## config.mk

```make
export PLATFORM = sky130hd
export DESIGN_NAME = ext_mem_arbiter
export DESIGN_NICKNAME = d
export VERILOG_FILES = /design/src/rtl/ext_mem_arbiter.sv
export SDC_FILE = /design/constraint.sdc
export NUM_CORES = 1
export LEC_CHECK = 0
export CORE_ASPECT_RATIO = 0.7
export CORE_UTILIZATION = 44
export CTS_CLUSTER_SIZE = 12
export DETAILED_ROUTE_END_ITERATION = 16
export HOLD_SLACK_MARGIN = 0.03
export PLACE_DENSITY = 0.84
export RECOVER_POWER = 25
export SKIP_LAST_GASP = 1
export SLEW_MARGIN = 20
export SYNTH_ARGS = -nofsm -noshare
export SYNTH_HDL_FRONTEND = slang
export SYNTH_SLANG_ARGS = --single-unit
```

## constraint.sdc

```tcl
create_clock -name clk -period 2.9 [get_ports clk]
set_input_delay 0.58 -clock clk [delete_from_list [all_inputs] [get_ports clk]]
set_output_delay 0.58 -clock clk [all_outputs]
set_load 0.02 [all_outputs]
```

## src/rtl/ext_mem_arbiter.sv

```systemverilog
// Round-robin arbiter sharing one external-memory read port among NUM_REQ burst requesters.
// Optional WAIT-state timeout abort is compiled in when EXT_MEM_ARB_TIMEOUT_EN is defined.
module ext_mem_arbiter #(
  parameter int NUM_REQ        = 3,
  parameter int ADDR_W         = 24,
  parameter int LEN_W          = 4,
  parameter int TIMEOUT_CYCLES = 255
) (
  input  logic                      clk,
  input  logic                      rst,
  input  logic [NUM_REQ-1:0]        req_valid,
  input  logic [NUM_REQ*ADDR_W-1:0] req_addr,
  input  logic [NUM_REQ*LEN_W-1:0]  req_len,
  output logic [NUM_REQ-1:0]        req_grant,
  output logic [31:0]               req_rdata,
  output logic [NUM_REQ-1:0]        req_rvalid,
  output logic [NUM_REQ-1:0]        req_done,
  output logic                      busy,
  output logic                      err_timeout,
  output logic                      ext_mem_rd,
  output logic [ADDR_W-1:0]         ext_mem_addr,
  input  logic [31:0]               ext_mem_rdata,
  input  logic                      ext_mem_rvalid
);

  localparam int IDX_W = (NUM_REQ > 1) ? $clog2(NUM_REQ) : 1;

  if (NUM_REQ < 2 || NUM_REQ > 8 || TIMEOUT_CYCLES < 1) begin : g_bad_cfg
    $error("ext_mem_arbiter: unsupported parameter combination");
  end

  typedef enum logic [1:0] {IDLE, ISSUE, WAIT, DONE} state_e;

  state_e               state_q, state_d;
  logic [IDX_W-1:0]     rr_q, rr_d;
  logic [IDX_W-1:0]     own_q, own_d;
  logic [ADDR_W-1:0]    addr_q, addr_d;
  logic [LEN_W-1:0]     len_q, len_d;
  logic [LEN_W-1:0]     cnt_q, cnt_d;
  logic [NUM_REQ-1:0]   grant_q, grant_d;
  logic [NUM_REQ-1:0]   rvalid_q, rvalid_d;
  logic [NUM_REQ-1:0]   done_q, done_d;
  logic [31:0]          rdata_q, rdata_d;
  logic                 rd_q, rd_d;
  logic                 found;
  logic [IDX_W-1:0]     pick_idx;
  logic [IDX_W-1:0]     cand;

`ifdef EXT_MEM_ARB_TIMEOUT_EN
  localparam int TMO_W = $clog2(TIMEOUT_CYCLES + 1);
  logic [TMO_W-1:0]     tmo_q, tmo_d;
  logic                 err_q, err_d;
`endif

  // First requester at or after the round-robin pointer, scanning circularly.
  always_comb begin
    found    = 1'b0;
    pick_idx = '0;
    cand     = '0;
    for (int k = 0; k < NUM_REQ; k++) begin
      cand = IDX_W'((int'(rr_q) + k) % NUM_REQ);
      if (!found && req_valid[cand]) begin
        found    = 1'b1;
        pick_idx = cand;
      end
    end
  end

  always_comb begin
    // NOTE: every next-state signal gets a default before the case so no latch is inferred.
    state_d  = state_q;
    rr_d     = rr_q;
    own_d    = own_q;
    addr_d   = addr_q;
    len_d    = len_q;
    cnt_d    = cnt_q;
    grant_d  = grant_q;
    rdata_d  = rdata_q;
    rvalid_d = '0;
    done_d   = '0;
    rd_d     = 1'b0;
`ifdef EXT_MEM_ARB_TIMEOUT_EN
    tmo_d    = tmo_q;
    err_d    = 1'b0;
`endif
    unique case (state_q)
      IDLE: begin
        if (found) begin
          own_d   = pick_idx;
          addr_d  = req_addr[int'(pick_idx)*ADDR_W +: ADDR_W];
          len_d   = req_len[int'(pick_idx)*LEN_W +: LEN_W];
          cnt_d   = '0;
          grant_d = NUM_REQ'(1) << pick_idx;
          state_d = ISSUE;
        end
      end
      ISSUE: begin
        rd_d    = 1'b1;
`ifdef EXT_MEM_ARB_TIMEOUT_EN
        tmo_d   = '0;
`endif
        state_d = WAIT;
      end
      WAIT: begin
        if (ext_mem_rvalid) begin
          rdata_d  = ext_mem_rdata;
          rvalid_d = grant_q;
          addr_d   = addr_q + 1'b1;
          if (cnt_q == len_q) begin
            done_d  = grant_q;
            state_d = DONE;
          end else begin
            cnt_d   = cnt_q + 1'b1;
            state_d = ISSUE;
          end
        end
`ifdef EXT_MEM_ARB_TIMEOUT_EN
        else if (tmo_q == TMO_W'(TIMEOUT_CYCLES - 1)) begin
          err_d   = 1'b1;
          done_d  = grant_q;
          state_d = DONE;
        end else begin
          tmo_d = tmo_q + 1'b1;
        end
`endif
      end
      DONE: begin
        grant_d = '0;
        rr_d    = (own_q == IDX_W'(NUM_REQ - 1)) ? '0 : own_q + 1'b1;
        state_d = IDLE;
      end
      default: state_d = IDLE;
    endcase
  end

  always_ff @(posedge clk or posedge rst) begin
    if (rst) begin
      state_q  <= IDLE;
      rr_q     <= '0;
      own_q    <= '0;
      addr_q   <= '0;
      len_q    <= '0;
      cnt_q    <= '0;
      grant_q  <= '0;
      rvalid_q <= '0;
      done_q   <= '0;
      rdata_q  <= '0;
      rd_q     <= 1'b0;
`ifdef EXT_MEM_ARB_TIMEOUT_EN
      tmo_q    <= '0;
      err_q    <= 1'b0;
`endif
    end else begin
      // NOTE: non-blocking assignments keep every register updating from the same pre-edge values.
      state_q  <= state_d;
      rr_q     <= rr_d;
      own_q    <= own_d;
      addr_q   <= addr_d;
      len_q    <= len_d;
      cnt_q    <= cnt_d;
      grant_q  <= grant_d;
      rvalid_q <= rvalid_d;
      done_q   <= done_d;
      rdata_q  <= rdata_d;
      rd_q     <= rd_d;
`ifdef EXT_MEM_ARB_TIMEOUT_EN
      tmo_q    <= tmo_d;
      err_q    <= err_d;
`endif
    end
  end

  assign req_grant    = grant_q;
  assign req_rvalid   = rvalid_q;
  assign req_done     = done_q;
  assign req_rdata    = rdata_q;
  assign busy         = (state_q != IDLE);
  assign ext_mem_rd   = rd_q;
  assign ext_mem_addr = addr_q;
`ifdef EXT_MEM_ARB_TIMEOUT_EN
  assign err_timeout  = err_q;
`else
  assign err_timeout  = 1'b0;
`endif

endmodule

```

==> results of run 1 <==
-- power groups by stage --
stage | combinational [mW] | clock (mW) | sequential (mW)
5_1_grt | 5.00 | 1.13 | 2.17
6_report | 4.63 | 1.08 | 2.10
4_1_cts | 4.62 | 1.10 | 2.08
3_5_place_dp | 4.60 | 0 | 2.09
2_1_floorplan | 2.46 | 0 | 2.46
3_3_place_gp | 4.47 | 0 | 2.07
-- cells by family (layout without fill, tap and decap cells) --
family | after synthesis | in the layout | share of synthesized area, %
flip-flops | 80 | 80 | 43.8
AO/OA/AOI/OAI | 102 | 102 | 15.3
AND/OR/NAND/NOR | 221 | 221 | 21.9
adder cells (fa/ha/maj) | 6 | 6 | 1.64
multiplexers | 48 | 48 | 11.8
other | 1 | 1 | 0.0820
buffers and inverters | 39 | 230 | 4.46
XOR/XNOR | 5 | 5 | 0.958
-- critical path: stages, from the launching register on --
cell and delay, ps:
dfrtp_1 410, inv_1 90, ha_2 290, mux2_4 340
mux2i_4 240, mux2i_4 310, buf_12 220, mux2i_1 220
a211oi_1 100, o32a_1 330
-- registers in the layout, summed over array words and instances, names as in the netlist --
| name | count |
|---|---|
| req_grant | 3 |
| cnt_q | 4 |
| req_done | 3 |
| rr_q | 2 |
| req_rvalid | 3 |
| ext_mem_addr | 24 |
| state_q | 2 |
| ext_mem_rd | 1 |
| req_rdata | 32 |
| own_q | 2 |
| len_q | 4 |
-- through the flow --
step / std cells / cell area (sq um) / util (%) / setup WS, ps
6_report: 821 / 6910 / 69.8 / 221
5_1_grt: 821 / 6910 / 69.8 / 97.8
4_1_cts: 821 / 6930 / 69.9 / 155
3_5_place_dp: 807 / 6650 / 67.1 / -9.56
3_3_place_gp: 807 / 6650 / 67.1 / 98.1
2_1_floorplan: 502 / 4570 / - / 268
-- worst max-delay path by stage --
stage                             from          endpoint  slack (ps)
after global routing           rr_q[1]  ext_mem_addr[18]         100
after CTS                      rr_q[1]  ext_mem_addr[12]         150
after floorplan                    rst          cnt_q[0]         270
after detailed placement  req_valid[0]  ext_mem_addr[12]         -10
final                          rr_q[1]  ext_mem_addr[12]         220
after global placement    req_valid[0]  ext_mem_addr[12]         100
-- repair_timing --
action,in CTS,in global routing
gates resized for setup,0,1
hold buffers,0,0
setup endpoints to repair,0,1
-- per-layer routing --
layer | vias to the layer above | wire length (microns) | share of wire [%]
met1 | 2194 | 5980 | 42
met4 | 0 | 176 | 1.2
met3 | 19 | 1330 | 9.3
met5 | - | 0 | 0
met2 | 255 | 6890 | 48
li1 | 2161 | - | -
-- final cells by class --
cell class | instances | area [sq um] | share of cell area [%]
Multi-Input combinational cell | 383 | 2380 | 34.5
Timing Repair Buffer | 207 | 2060 | 29.8
Sequential cell | 80 | 2000 | 29.0
Clock buffer | 9 | 225 | 3.26
Tap cell | 128 | 160 | 2.32
Clock inverter | 5 | 50.0 | 0.724
Inverter | 9 | 35.0 | 0.507
-- layout by cell type, fill, tap and decap left out, types with 7 or more instances in the layout --
cell type	n
clkdlybuf4s50_1	187
nand2_1	126
dfrtp_1	80
mux2i_1	26
nand3_1	21
o21ai_0	21
a21oi_1	21
nor2_1	19
mux2_2	16
buf_4	15
a31oi_1	11
and3_1	9
o221ai_1	9
clkbuf_16	9
nor3_1	8
inv_1	7
==> reports/metrics.yaml, run 1 <==
pwr:
  power.total_mw: 7.81
  p_sw_mw: 3.39
  power_leakage_nw: 3.09
  combPwrFrac_pct: 59.3
  p_per_area_mw_per_mm2: 1130
  p_seq_share_pct: 26.9
  ir_worst_vdd_mv: 0.537
  switching_share_pct: 43.4
  clkPwrFrac_pct: 13.8
  p_int_mw: 4.42
placement:
  portBuffers: 188
  place_hpwl_microns: 10800
  gp_congestion: 0.876
detailed_routing:
  post-route-drc-count: 0
  wl_per_cell_microns: 17.5
  viasPerCell: 5.64
  drtIter0Drc: 315
  wl_microns: 14400
  first_pass_iters: 5
  vias: 4629
  ant_nets: 0
global_routing:
  grt_max_degree: 39
  use_met3_pct: 7.13
  grt_pass1_wl_microns: 22800
  grt_usage_pct: 27.6
  grt_pass1_vias: 4534
  use_met1_pct: 35.7
  busiest_layer: "met2"
  antenna_found_initial: 0
  overflow: 0
  use_met2_pct: 46.2
yosys:
  netlist_area_sq_mm: 0.00457
  yosys-top-cells-count: "nand2_1, dfrtp_1, mux2i_1"
  ys.flop_type: "dfrtp_1"
  ys_types: 63
  ys_seq_elements: 80
  synth_nets: 630
  synth_edf_count: 0
  yosysMostFrequentCell: "nand2_1"
  netlist_instances: 502
  yosysTopAreaCell: "dfrtp_1"
  yosys-top-cells-area: "dfrtp_1, nand2_1, mux2i_1"
  synthArstFlopShare_pct: 100
  yosys_warnings: 0
  syn-mean-instance-area_sq_um: 9.10
  synth.top_cell.area_share_pct: 43.8
  ys_seq_area_share_pct: 43.8
sta:
  holdWs_ps: 477
  period_needed_ps: 2680
  hold_viol_final: 0
  max_freq_ghz: 0.373
  slew_violations: 0
  fin_skew_ps: 6.45
  post-route-period-util_pct: 92.4
  setup_viol: 0
  worst_pin_slew_ps: 1230
  maxSlewHeadroom_pct: 17.3
  rsz0062_at_grt: "no"
  fin_setup_tns_ps: 0
critical_path:
  critPathMaxFanout: 21
  worstReg2RegEnd: "ext_mem_addr[12]"
  required_ps: 3120
  path_class: "reg -> reg"
  ff2ff_path_depth: 9
  rrSetupSlack_ps: 220
  timing.rr.start: "rr_q[1]"
  end_kind: "flop"
  cp_data_arrival_time_ps: 2900
  cp-start-kind: "flop"
min_path:
  hp-class: "reg -> reg"
  whs_endpoint: "req_rdata[16]"
  min_path_cells: 2
  hold_start: "req_rdata[16]"
die:
  core_area_sq_mm: 0.00991
  die_y_microns: 87.3
  die_w_microns: 124
  num_rows: 30
  initial_core_util_pct: 46.1
  pin_count: 190
  die_area_sq_mm: 0.0108
layout:
  syn2layout_area_growth_pct: 51.3
  nets: 818
  n_antenna_cell: 0
  fill_cells: 779
  drive_above_1_share_pct: 9.81
clock_tree:
  cts.sinks: 80
  cts_root_buf: "clkbuf_16"
  clkLatencyLatePin_ps: 330
  cts_buffers: 9
  cts_max_path_buffers: 2
  cts_tree: "yes"
  h-tree-depth: 3
  cts_setup_buffers: 0
  clkTransAtPathRegs_ps: 60
outcome:
  status: "finished, final reports clean"
job:
  maxCapViolCount: 0
Power figures use the tool's default switching activity.
==> run 2, diff against run 1 <==
--- a/config.mk
+++ b/config.mk
@@ -6,6 +6,7 @@
 export NUM_CORES = 1
 export LEC_CHECK = 0
 export CORE_ASPECT_RATIO = 0.7
+export CORE_MARGIN = 10
 export CORE_UTILIZATION = 44
 export CTS_CLUSTER_SIZE = 12
 export DETAILED_ROUTE_END_ITERATION = 16
==> run 2 against run 1 <==
- critical path depth is the same
- combinational power is 2% higher
- maximum frequency is 0.25% lower
- first-iteration DRC count increased by 10%
- largest cell class unchanged
==> reports/metrics.yaml, run 2 (synthesis results as in run 1) <==
pwr:
  power.total_mw: 8.06
  ir_worst_vdd_mv: 0.597
  combPwrFrac_pct: 58.8
  p_int_mw: 4.57
  clkPwrFrac_pct: 15.2
  power_leakage_nw: 3.12
  p_seq_share_pct: 25.9
  switching_share_pct: 43.3
  p_sw_mw: 3.49
  p_per_area_mw_per_mm2: 1150
min_path:
  whs_endpoint: "req_rdata[15]"
  hold_start: "req_rdata[15]"
  hp-class: "reg -> reg"
  min_path_cells: 2
layout:
  fin_area_sq_mm: 0.00699
  final_cell_mix: "clkdlybuf4s50_1, nand2_1, dfrtp_1, mux2i_1"
  drive_above_1_share_pct: 9.90
  largest_register_ffs: 32
  final_common_cell: "clkdlybuf4s50_1"
  nets: 820
  syn2layout_area_growth_pct: 52.9
  n_antenna_cell: 0
sta:
  fin_skew_ps: 9.35
  post-route-period-util_pct: 92.6
  setup_viol: 0
  rsz0062_at_grt: "no"
  worst_pin_slew_ps: 1420
  slew_violations: 0
  max_freq_ghz: 0.372
  period_needed_ps: 2690
  hold_viol_final: 0
  maxSlewHeadroom_pct: 4.84
  fin_setup_tns_ps: 0
detailed_routing:
  first_pass_iters: 5
  post-route-drc-count: 0
  wl_microns: 16400
  vias: 4622
  viasPerCell: 5.58
  drtIter0Drc: 348
  ant_nets: 0
  wl_per_cell_microns: 19.7
critical_path:
  end_kind: "flop"
  rrSetupSlack_ps: 210
  required_ps: 3120
  worstReg2RegEnd: "ext_mem_addr[3]"
  timing.rr.start: "rr_q[0]"
  cp_data_arrival_time_ps: 2910
  cp-start-kind: "flop"
  critPathMaxFanout: 13
  path_class: "reg -> reg"
  cp-startpoint: "rr_q[0]"
  ff2ff_path_depth: 9
placement:
  portBuffers: 188
  place_area_sq_mm: 0.00668
  gp_congestion: 0.954
  place_hpwl_microns: 12600
die:
  initial_core_util_pct: 44.6
  core_area_sq_mm: 0.0102
  pin_count: 190
  num_rows: 31
  die_area_sq_mm: 0.0149
  die_w_microns: 142
  die_y_microns: 105
clock_tree:
  cts_resized: 0
  h-tree-depth: 3
  cts_tree: "yes"
  clkTransAtPathRegs_ps: 60
  clkLatencyLatePin_ps: 340
  cts_buffers: 9
  cts_root_buf: "clkbuf_16"
  cts.sinks: 80
  cts_max_path_buffers: 2
  cts_setup_buffers: 0
  hold_buffers: 0
global_routing:
  overflow: 0
  grt_max_degree: 49
  grt_pass1_vias: 4897
  grt_usage_pct: 21.7
  antenna_found_initial: 0
  grt_pass1_wl_microns: 26400
job:
  maxCapViolCount: 0
outcome:
  status: "finished, final reports clean"
## run 2: area by class of cell
cell class                 instances  area (sq um)
multi-input combinational        383          2380
sequential                        80          2000
clock inverter                     6          91.3
inverter                           9          35.0
fill                             780          3250
tap                              132           165
clock buffer                      10           229
timing repair buffer             209          2090
## run 2: per-stage QoR
stage               hold slack, ps  std cells  worst slack, ps  utilization (%)
floorplan                      434        502              268                -
global placement               454        813              126             65.3
detailed placement             461        813             5.55             65.3
CTS                            476        829              245             68.4
global route                   500        829             59.8             68.2
finish                         473        829              214             68.2
## run 2: critical path, stage by stage (launching register included)
cell,delay [ps]
dfrtp_1,400
inv_1,80
ha_1,430
a21o_1,240
o311ai_1,410
mux2i_4,180
buf_12,190
mux2i_1,170
a211oi_1,100
o32a_1,370
## run 2: metal layers
metal,GRT usage [%],share of wire (%),vias up
li1,-,-,2158
met1,27.1,42,2210
met2,35.0,47,233
met3,6.91,9.0,21
met4,6.62,1.7,0
met5,0,0,-
## run 2: worst max path at each step
stage,end,slack (ps)
after global placement,ext_mem_addr[12],130
final,ext_mem_addr[3],210
after CTS,ext_mem_addr[14],250
after global routing,ext_mem_addr[12],60
after detailed placement,ext_mem_addr[13],6
after floorplan,cnt_q[0],270
## run 2: power groups by stage
stage / registers [mW] / logic, mW / clock network, mW
global route: 2.17 / 5.12 / 1.28
floorplan: 2.46 / 2.46 / 0
detailed placement: 2.08 / 4.73 / 0
CTS: 2.08 / 4.75 / 1.25
finish: 2.09 / 4.74 / 1.23
global placement: 2.07 / 4.57 / 0
